## src/rtl/jk_excite_ctrl.sv

```systemverilog
// jk_excite_ctrl: drives J/K of an external JK bank toward a target word.
// Define JKX_RETRY_EN to re-drive up to MAX_RETRY times before flagging ERR.
module jk_excite_ctrl #(
  parameter int WIDTH     = 8,
  parameter int MAX_RETRY = 3
) (
  input  logic             CLK,
  input  logic             RST,
  input  logic             TGT_VALID,
  output logic             TGT_READY,
  input  logic [WIDTH-1:0] TGT_DATA,
  input  logic [WIDTH-1:0] Q_FB,
  output logic [WIDTH-1:0] J,
  output logic [WIDTH-1:0] K,
  output logic             DONE,
  output logic             ERR
);

  typedef enum logic [2:0] {
    IDLE,
    DRIVE,
    CHECK,
    DONE_ST,
    FAIL
  } state_t;

  if (MAX_RETRY < 0 || MAX_RETRY > 15) begin : g_bad_retry
    $error("MAX_RETRY must be within 0..15");
  end

`ifdef JKX_RETRY_EN
  localparam logic [3:0] RetryLim = MAX_RETRY[3:0];
`endif

  state_t           state_q, state_d;
  logic [WIDTH-1:0] tgt_q, tgt_d;
  logic [3:0]       cnt_q, cnt_d;
  logic             err_q, err_d;

  always_ff @(posedge CLK) begin
    if (!RST) begin
      state_q <= IDLE;
      tgt_q   <= '0;
      cnt_q   <= '0;
      err_q   <= 1'b0;
    end else begin
      state_q <= state_d;
      tgt_q   <= tgt_d;
      cnt_q   <= cnt_d;
      err_q   <= err_d;
    end
  end

  always_comb begin
    state_d   = state_q;
    tgt_d     = tgt_q;
    cnt_d     = cnt_q;
    err_d     = err_q;
    J         = '0;
    K         = '0;
    DONE      = 1'b0;
    TGT_READY = 1'b0;
    unique case (state_q)
      IDLE, FAIL: begin
        TGT_READY = 1'b1;
        if (TGT_VALID) begin
          tgt_d   = TGT_DATA;
          cnt_d   = '0;
          err_d   = 1'b0;
          state_d = DRIVE;
        end
      end
      DRIVE: begin
        // set only 0->1 bits, reset only 1->0 bits, hold the rest
        J       = ~Q_FB & tgt_q;
        K       = Q_FB & ~tgt_q;
        state_d = CHECK;
      end
      CHECK: begin
        if (Q_FB == tgt_q) begin
          state_d = DONE_ST;
        end else begin
`ifdef JKX_RETRY_EN
          if (cnt_q < RetryLim) begin
            cnt_d   = (cnt_q == 4'hF) ? cnt_q : cnt_q + 4'd1;
            state_d = DRIVE;
          end else begin
            err_d   = 1'b1;
            state_d = FAIL;
          end
`else
          err_d   = 1'b1;
          state_d = FAIL;
`endif
        end
      end
      DONE_ST: begin
        DONE    = 1'b1;
        state_d = IDLE;
      end
      default: state_d = IDLE;
    endcase
  end

  assign ERR = err_q;

endmodule

```

## config.mk

```make
export PLATFORM = sky130hd
export DESIGN_NAME = jk_excite_ctrl
export DESIGN_NICKNAME = d
export VERILOG_FILES = /design/src/rtl/jk_excite_ctrl.sv
export SDC_FILE = /design/constraint.sdc
export NUM_CORES = 1
export LEC_CHECK = 0
export BUFFER_PORTS_ARGS = -buffer_cell sky130_fd_sc_hd__buf_4
export CAP_MARGIN = 30
export CORE_MARGIN = 2
export CORE_UTILIZATION = 40
export CTS_CLUSTER_SIZE = 10
export DETAILED_ROUTE_END_ITERATION = 7
export HOLD_SLACK_MARGIN = 0.12
export MAX_ROUTING_LAYER = met4
export PLACE_DENSITY = 0.71
export SLEW_MARGIN = 25
export SYNTH_ARGS = -nofsm -noshare
export SYNTH_HDL_FRONTEND = slang
export SYNTH_SLANG_ARGS = --single-unit
```

## constraint.sdc

```tcl
create_clock -name CLK -period 1.15 [get_ports CLK]
set_input_delay 0.23 -clock CLK [delete_from_list [all_inputs] [get_ports CLK]]
set_output_delay 0.23 -clock CLK [all_outputs]
set_load 0.05 [all_outputs]
```

## Yosys cells after proc, flatten, opt, wreduce, memory -nomap -nowiden

Index checks and enable logic that the tools add are counted.
W data, S select, Z words.

- Flip-flop bits (word level): 12
- Input bits: 19
- Output and inout bits: 19
- Word-level logic and storage cells: 29

- Equal/unequal tests: 7
- Muxes and demuxes: 10
- Bitwise operators: 4
- Reduce and logical (&&, ||, !) cells: 5

Operators by type and width:

| cell | count |
|---|---|
| $and A8 B8 Y8 | 2 |
| $mux W8 | 2 |
| $not A8 Y8 | 2 |
| $pmux W3 S3 | 1 |
| $eq A8 B8 Y1 | 1 |
| $eq A3 B2 Y1 const B | 2 |
| $mux W3 | 2 |
| $mux W1 | 4 |
| $ne A2 B2 Y1 const B | 2 |
| $eq A3 B1 Y1 const B | 1 |
| $eq A3 B3 Y1 const B | 1 |
| $logic_not A3 Y1 | 1 |
| $reduce_and A3 Y1 | 1 |
| $pmux W1 S2 | 1 |
| $reduce_and A2 Y1 | 1 |
| $reduce_bool A2 Y1 | 1 |
| $reduce_or A2 Y1 | 1 |

## Logic depth before layout (Yosys ltp)

Gate-level depths: netlist (run 1).

- Depth in word-level cells: 4
- Gate-level depth with buffers: 5
- Mapped depth without buffers: 5

## Worst setup path before layout (run 1)

No wires, ideal clock.

- Kind: flip-flop to output port
- From: register state_q[0]
- To: output port K[2]
- Arrival time: 1.219 ns
- Data required time: 0.920 ns
- Path slack: -0.299 ns
- Stages on the path, launching flop included: 4
- Buffers on the path: 1
- Cells stage by stage: dfxtp_1 nor3b_4 buf_6 and2_1

- Word-level cells in the longest chain between the ends: 2

RTL lines:

| element | RTL line | source |
|---|---|---|
| start, declared | 35 | `state_t state_q, state_d;` |
| start signal, assigned | 47 | `state_q <= state_d;` |
| $eq A3 B1 Y1 | 63 | `unique case (state_q)` |
| $mux W8 | 63 |  |
| end, declared | 14 | `output logic [WIDTH-1:0] K,` |

No other way between the ends.

## Worst setup path in the final report (run 1)

- From: register state_q[1]
- To: output port K[0]

The elaborated chain is that of the path after synthesis.

==> results of run 1 <==
[where the power goes]
part	internal [mW]	total (mW)	leakage [nW]	switching, mW
sequential	0.444	0.466	0.102	0.0228
combinational	0.193	0.379	0.590	0.186
clock	0.121	0.256	0.0138	0.135
[worst max path at each step]
stage           end  slack, ns  cells after the start  startpoint
5_1_grt        J[4]      -0.49                      4  state_q[1]
3_5_place_dp   J[7]      -0.15                      4  state_q[2]
6_report       K[0]      -0.43                      4  state_q[1]
4_1_cts        J[0]      -0.41                      4  state_q[1]
3_3_place_gp   K[1]      -0.09                      4  state_q[2]
2_1_floorplan  J[2]      -0.14                      3  state_q[0]
[what timing repair did]
| action | 4_1_cts | 5_1_grt |
|---|---|---|
| setup endpoints to repair | 27 | 30 |
| pin swaps | 4 | 7 |
| buffers inserted | 1 | 0 |
| resized for setup | 30 | 15 |
[cell type report]
| type | count | area [sq um] | share of cell area (%) |
|---|---|---|---|
| Clock buffer | 3 | 22.52 | 1.549 |
| Inverter | 17 | 63.81 | 4.389 |
| Multi-Input combinational cell | 64 | 639.4 | 43.98 |
| Sequential cell | 12 | 250.2 | 17.21 |
| Tap cell | 28 | 35.03 | 2.410 |
| Timing Repair Buffer | 45 | 442.9 | 30.46 |
[cell usage in the layout, fill, tap and decap left out]
cell       n
clkbuf_4   3
mux2i_1    8
a22o_2     1
buf_6     18
inv_1     17
and2_2    13
nor3b_2    1
ha_1      13
o21ai_2    1
and3b_2    1
nand3b_1   1
a22o_1     1
and2_4     3
buf_8      5
nor2b_1    8
nor2_1     1
and2_1     1
nand4_1    2
nor2_4     1
nand2b_1   1
dfxtp_2    8
dfxtp_1    4
nor3b_4    2
a21boi_1   1
ha_4       3
buf_4     22
a21oi_1    1
[worst max-delay path: stages (launching register included)]
cell and delay, ns:
dfxtp_2 0.34, nor3b_4 0.27, buf_4 0.17, and2_2 0.14, buf_6 0.15
[state kept, by name, indices dropped and copies added (netlist names)]
signal and cells:
state_q 3, tgt_q 8, ERR 1
[synth_stat cells]
| master | instances |
|---|---|
| and2_1 | 4 |
| buf_6 | 2 |
| ha_1 | 16 |
| nor3b_1 | 1 |
| a22o_1 | 1 |
| a21oi_1 | 1 |
| o21ai_1 | 1 |
| a21boi_1 | 1 |
| nand4_1 | 2 |
| and2_2 | 13 |
| clkbuf_1 | 1 |
| and3b_2 | 1 |
| inv_1 | 17 |
| nor2b_1 | 8 |
| dfxtp_1 | 12 |
| nor3b_2 | 1 |
| nor3b_4 | 1 |
| mux2i_1 | 8 |
| nor2_1 | 2 |
| a22o_2 | 1 |
| nand2b_1 | 1 |
| nand3b_1 | 1 |
[stage by stage]
stage               instances  power (mW)
CTS                       170       1.091
global placement          166      0.7929
global route              169       1.181
detailed placement        166      0.8015
finish                    169       1.102
floorplan                  96      0.6736
[routing by layer]
layer / track usage [%] / wire length, um / vias to the layer above
li1: - / - / 393
met1: 17.38 / 715 / 346
met2: 29.70 / 1030 / 33
met3: 3.161 / 137 / 2
met4: 3.947 / 13 / 0
met5: - / 0 / -
[logic make-up (layout without fill, tap and decap cells)]
group	count (synthesis)	after routing	synth area share, %
multiplexers	8	8	8.877
AND/OR/NAND/NOR	35	35	28.29
flip-flops	12	12	26.63
buffers and inverters	20	65	9.985
AO/OA/AOI/OAI	5	5	4.022
adder cells (fa/ha/maj)	16	16	22.19
==> impl_metrics.tcl, run 1 <==
set metrics [dict create \
    skew_ns 0.002231 \
    syn_area_sq_um 902.1 \
    worst_pin_slew_ns 0.2406 \
    synthCells 96 \
    setup_slack_ns -0.4252 \
    grt_start_max_net_pins 14 \
    start_util_pct 41.58 \
    layout-drive-gt1-share_pct 58.16 \
    finalWeightedCongestion 0.6955 \
    io_buffers 37 \
    ys_seq_area_share_pct 26.63 \
    grt_pass1_wl_um 3105 \
    core_area_sq_um 2170 \
    clock_sinks 12 \
    cp_max_fo 4 \
    routedWlPerCell_um 11.22 \
    p_per_area_nw_per_um2 757.8 \
    finalMaxSlewViolations 0 \
    cts_made_buffers 3 \
    slew_headroom_pct 83.94 \
    holdWs_ns 0.2214 \
    vias 774 \
    status "finished, violations left" \
    via_per_inst 4.580 \
    first_global_vias 749 \
    firstDrtPassIters 3 \
    hold_class "input pin to register" \
    fmax_mhz 634.8 \
    dp_hpwl_um 1469 \
    overflow 0 \
    grt_util_all_layers_pct 15.98 \
    r2r_slack_ns -0.09 \
    drcViolationCount 0 \
    syn_nets 131 \
    ys_ff_latch 12 \
    setup_viol 26 \
    worst_r2r_startpoint "state_q[0]" \
    areaGrowthSynthToFinish_pct 61.16 \
    static-leakage-power_nw 0.7058 \
    diodes 0 \
    yosysWarningCount 0 \
    antenna_found_initial 0 \
    r2r-end "tgt_q[1]" \
    reg2reg_depth 5 \
    clk_path_buf_depth 2 \
    design_area_sq_um 1454 \
    drtIter0Drc 3 \
    cts.clk_slew.worst_paths_ns 0.07 \
    clock-root-buffer "clkbuf_4" \
    routed_wl_um 1897 \
    cp-end-kind "primary output" \
    synth_cell_type_count 22 \
    place_area_sq_um 1257 \
    dieWidth_um 51.49 \
    synthTopCellsByArea "dfxtp_1, ha_1, and2_2, mux2i_1, inv_1" \
    cts_tree "built" \
    dieArea_sq_um 2651 \
    worstHoldStart "TGT_DATA[2]" \
    fillCellCount 194 \
    finalHoldViolations 0 \
    fin_tns_setup_ns -7.480 \
    insertion_delay_ns 0.27 \
    violations "setup timing" \
    start_kind "register" \
    synth.avg_cell_area_sq_um 9.397 \
    yosysTopAreaCell "dfxtp_1" \
    arrival_ns 1.35 \
    hold_end "tgt_q[2]" \
    fin_nets 178 \
    io_pins 38 \
    crit_type "register to primary output" \
    max_cap_viol_count 0 \
    die_y_um 51.49 \
    rows 17 \
    holdBufCountCts 0 \
    fin_crit_sh_pct 137.0 \
    dp_slack_ns -0.1489 \
    rsz0062_at_grt "yes" \
    htree_levels 1 \
    vdd_drop_max_v 0.0005411 \
    synth_top_area_share_pct 26.63 \
    final_util_pct 67.01 \
    cp_data_required_time_ns 0.92 \
    fin_crit_ns 1.575 \
    ant_nets 0 \
    hold_path_depth 3 \
]
No activity file was read; power rests on OpenSTA's default activity.
==> inputs of run 2 (changes only) <==
==> constraint.sdc (replaced) <==
create_clock -name CLK -period 1.15 [get_ports CLK]
set_input_delay 0.23 -clock CLK [delete_from_list [all_inputs] [get_ports CLK]]
set_output_delay 0.23 -clock CLK [all_outputs]
set_load 0.01 [all_outputs]
==> impl_metrics.tcl, run 2 (synthesis results as in run 1) <==
set metrics [dict create \
    hold_path_depth 3 \
    ant_nets 0 \
    p_per_area_nw_per_um2 723.8 \
    grt_util_all_layers_pct 15.39 \
    areaGrowthSynthToFinish_pct 55.76 \
    finalHoldViolations 0 \
    rows 17 \
    setup_viol 27 \
    rsz0062_at_grt "yes" \
    arrival_ns 1.23 \
    hold_class "input pin to register" \
    finalWeightedCongestion 0.7024 \
    mostFrequentLayoutCell "buf_4" \
    dp_hpwl_um 1474 \
    fin_tns_setup_ns -6.051 \
    pwr-share-comb_pct 29.9 \
    start_kind "register" \
    drcViolationCount 0 \
    vdd_drop_max_v 0.0005799 \
    via_per_inst 4.509 \
    overflow 0 \
    clock-root-buffer "clkbuf_4" \
    startpoint "state_q[2]" \
    start_util_pct 41.58 \
    first_global_vias 762 \
    io_buffers 37 \
    antenna_found_initial 0 \
    p_int_mw 0.7454 \
    diodes 0 \
    r2r_slack_ns -0.14 \
    die_y_um 51.49 \
    insertion_delay_ns 0.26 \
    fin_nets 180 \
    cp_data_required_time_ns 0.92 \
    crit_type "register to primary output" \
    r2r-end "tgt_q[4]" \
    static-leakage-power_nw 0.6883 \
    dieArea_sq_um 2651 \
    routedWlPerCell_um 11.33 \
    io_pins 38 \
    fin_crit_sh_pct 126.6 \
    core_area_sq_um 2170 \
    regMostFlops "tgt_q" \
    vias 771 \
    status "finished, violations left" \
    skew_ns 0.004025 \
    cpMostUsedCell "buf_4" \
    power_frac_seq_pct 46.2 \
    finalMaxSlewViolations 0 \
    crit_path_top_delay_cell "dfxtp_2" \
    grt_pass1_wl_um 3042 \
    dieWidth_um 51.49 \
    violations "setup timing" \
    largest_reg_flops 8 \
    layout-drive-gt1-share_pct 60.14 \
    reg2reg_depth 6 \
    setup_slack_ns -0.3059 \
    max_stage_delay_ns 0.34 \
    firstDrtPassIters 4 \
    fin_crit_ns 1.456 \
    clock_sinks 12 \
    slew_headroom_pct 87.65 \
    cts_tree "built" \
    max_cap_viol_count 0 \
    power.switching_mw 0.2717 \
    clkPwrFrac_pct 23.9 \
    cp_max_fo 9 \
    grt_start_max_net_pins 14 \
    cts_made_buffers 3 \
    htree_levels 1 \
    worst_r2r_startpoint "state_q[0]" \
    cts.clk_slew.worst_paths_ns 0.07 \
    final_util_pct 64.76 \
    sw_frac_of_total_pct 26.71 \
    drtIter0Drc 11 \
    worst_pin_slew_ns 0.1844 \
    fmax_mhz 686.9 \
    cp-endpoint "K[5]" \
    final_cell_mix "buf_4, inv_1, and2_2, ha_1, dfxtp_2" \
    worstPathCellList "nor3b_4 > buf_4 > and2_2 > buf_4" \
    cp-end-kind "primary output" \
    clk_path_buf_depth 2 \
    routed_wl_um 1937 \
]
run 2: changes by cell type in the layout (fill, tap and decap cells not counted):
cell / before / now
dfxtp_1: 4 / 2
buf_6: 18 / 5
ha_1: 13 / 11
dfxtp_2: 8 / 10
and2_4: 3 / 0
buf_8: 5 / 0
and2_1: 1 / 4
nor2_2: 0 / 1
nor2_1: 1 / 0
buf_4: 22 / 42
ha_4: 3 / 5
run 2: final cells by class:
class,count,area [sq um]
clock buffer,3,22.52
timing repair buffer,47,371.6
sequential,12,252.7
inverter,17,63.81
multi-input combinational,64,659.4
fill,195,764.5
tap,28,35.03
run 2: timing repair:
item,4_1_cts,5_1_grt
gates resized for setup,10,16
setup endpoints to repair,20,30
setup buffers,3,1
hold buffers,0,0
pin swaps,4,5
hold endpoints to repair,0,0
cloned,0,0
run 2: worst min path at each step:
stage                      startpoint  slack, ns        to
after floorplan                   RST       0.36       ERR
after global placement            ERR       0.44       ERR
after detailed placement          ERR       0.44       ERR
after CTS                 TGT_DATA[5]       0.22  tgt_q[5]
after global routing      TGT_DATA[3]       0.24  tgt_q[3]
final                     TGT_DATA[6]       0.22  tgt_q[6]
run 2: power groups by stage:
stage,sequential [mW],clock (mW),combinational (mW)
after CTS,0.461,0.257,0.288
after global routing,0.472,0.274,0.343
after detailed placement,0.471,0,0.262
after global placement,0.470,0,0.255
after floorplan,0.468,0,0.142
final,0.470,0.244,0.304
run 2: critical path: cells and delay by family, from the launching register on:
family | cells | cell delay (ns)
buffers and inverters | 2 | 0.28
flip-flops | 1 | 0.34
AND/OR/NAND/NOR | 2 | 0.34
run 2: per-stage QoR:
| step | instance area (sq um) | total power [mW] | worst slack, ns | instances | hold slack, ns |
|---|---|---|---|---|---|
| finish | 1405 | 1.017 | -0.3059 | 171 | 0.2246 |
| global route | 1405 | 1.089 | -0.3846 | 171 | 0.2358 |
| CTS | 1321 | 1.005 | -0.3191 | 171 | 0.2187 |
| detailed placement | 1242 | 0.7334 | -0.04886 | 165 | 0.4395 |
| global placement | 1242 | 0.7243 | -0.01096 | 165 | 0.4372 |
| floorplan | 903.4 | 0.6100 | 0.006394 | 96 | 0.3593 |
run 2: metal layers:
layer  wire (um)  GRT usage (%)
met1         734          15.51
met2        1077          29.91
met3         125          2.299
met4           0          5.263
met5           0              -
==> inputs of run 3 (changes only) <==
- clock period: 1.15 -> 1.2 ns (I/O delays scaled with it)
==> impl_metrics.tcl, run 3 (synthesis results as in run 1) <==
set metrics [dict create \
    firstDrtPassIters 4 \
    clk_path_buf_depth 2 \
    cts_made_buffers 3 \
    cts_tree "built" \
    insertion_delay_ns 0.27 \
    via_per_inst 4.529 \
    clock_sinks 12 \
    first_global_vias 762 \
    finalHoldViolations 0 \
    finalMaxSlewViolations 0 \
    worstHoldStart "TGT_DATA[5]" \
    max_cap_viol_count 0 \
    regMostFlops "tgt_q" \
    die_y_um 51.49 \
    grt_pass1_wl_um 3105 \
    routedWlPerCell_um 10.60 \
    violations "setup timing" \
    static-leakage-power_nw 0.7176 \
    hold_class "input pin to register" \
    drcViolationCount 0 \
    grt_start_max_net_pins 14 \
    layout-drive-gt1-share_pct 54.17 \
    rsz0062_at_grt "yes" \
    holdWs_ns 0.2191 \
    drtIter0Drc 4 \
    crit_type "register to primary output" \
    finalWeightedCongestion 0.6995 \
    largest_reg_flops 8 \
    areaGrowthSynthToFinish_pct 57.00 \
    ant_nets 0 \
    slew_headroom_pct 86.18 \
    max_stage_delay_ns 0.34 \
    worst_r2r_startpoint "state_q[1]" \
    r2r_slack_ns -0.15 \
    fmax_mhz 667.7 \
    diodes 0 \
    rows 17 \
    arrival_ns 1.26 \
    mostFrequentLayoutCell "buf_4" \
    hold_end "tgt_q[5]" \
    crit_path_top_delay_cell "dfxtp_2" \
    status "finished, violations left" \
    clock-root-buffer "clkbuf_4" \
    cts.clk_slew.worst_paths_ns 0.08 \
    start_util_pct 41.58 \
    p_per_area_nw_per_um2 749.3 \
    cp_max_fo 9 \
    hold_path_depth 3 \
    skew_ns 0.003878 \
    dp_hpwl_um 1443 \
    fin_nets 180 \
    fin_crit_ns 1.498 \
    final_util_pct 65.28 \
    antenna_found_initial 0 \
    vdd_drop_max_v 0.0008097 \
    vias 779 \
    r2r-end "tgt_q[0]" \
    setup_viol 28 \
    final_cell_mix "buf_4, buf_6, inv_1, ha_1, and2_4" \
    worst_pin_slew_ns 0.2071 \
    fin_crit_sh_pct 124.8 \
    dieWidth_um 51.49 \
    dieArea_sq_um 2651 \
    design_area_sq_um 1416 \
    core_area_sq_um 2170 \
    reg2reg_depth 6 \
    cp_data_required_time_ns 0.96 \
    grt_util_all_layers_pct 15.86 \
    overflow 0 \
    cp-end-kind "primary output" \
    io_buffers 37 \
    start_kind "register" \
    fillCellCount 187 \
    setup_slack_ns -0.2978 \
    io_pins 38 \
    worstPathCellList "nor3b_4 > buf_6 > and2_2 > buf_4" \
    htree_levels 1 \
    routed_wl_um 1823 \
    place_area_sq_um 1234 \
]
## run 3: critical path, delay by kind of cell, from the launching register on
kind,cells,cell delay [ns]
flip-flops,1,0.34
buffers and inverters,2,0.27
AND/OR/NAND/NOR,2,0.38
## run 3: per-stage QoR
step           setup TNS [ns]  cells  worst slack [ns]  total power, mW
6_report               -5.775    172           -0.2978            1.061
5_1_grt                -7.584    172           -0.3552            1.131
4_1_cts                -5.647    171           -0.3197            1.053
3_5_place_dp          -0.9594    164          -0.07471           0.6997
3_3_place_gp          -0.2690    164          -0.02450           0.6906
2_1_floorplan               0     96          0.004098           0.5841
## run 3: report_power, final
| group | leakage [nW] | total (mW) | switching (mW) | internal (mW) |
|---|---|---|---|---|
| Combinational | 0.597 | 0.300 | 0.120 | 0.180 |
| Clock | 0.0210 | 0.320 | 0.136 | 0.184 |
| Sequential | 0.100 | 0.441 | 0.0178 | 0.423 |
| Total | 0.718 | 1.06 | 0.274 | 0.788 |
## run 3: per-layer routing
metal  vias up  share of wire, %  GRT usage, %
met5         -                 0             -
met4         0                 0             0
met3         0               6.5         4.885
met2        29                57         32.05
met1       351                36         15.59
li1        399                 -             -
## run 3: how the worst max path moves through the flow
stage,startpoint,to,slack [ns],cells past startpoint
finish,state_q[1],K[0],-0.30,4
global route,state_q[1],K[4],-0.36,4
CTS,state_q[1],K[0],-0.32,4
detailed placement,state_q[0],K[0],-0.07,4
global placement,state_q[0],K[5],-0.02,4
floorplan,state_q[0],K[2],0.004,3
## run 3: repair_timing
item | CTS | global route
endpoints found under the setup margin | 22 | 30
hold buffers | 0 | 0
buffers inserted | 3 | 3
gates cloned | 0 | 0
pin swaps | 10 | 2
gates resized for setup | 26 | 12
## run 3: area by class of cell
type | count | area, sq um | area share (%)
flip-flops and latches | 12 | 245.2 | 17.31
clock buffers | 4 | 36.28 | 2.562
well taps | 28 | 35.03 | 2.473
repair buffers | 47 | 420.4 | 29.68
inverters | 17 | 63.81 | 4.505
multi-input cells | 64 | 615.6 | 43.46
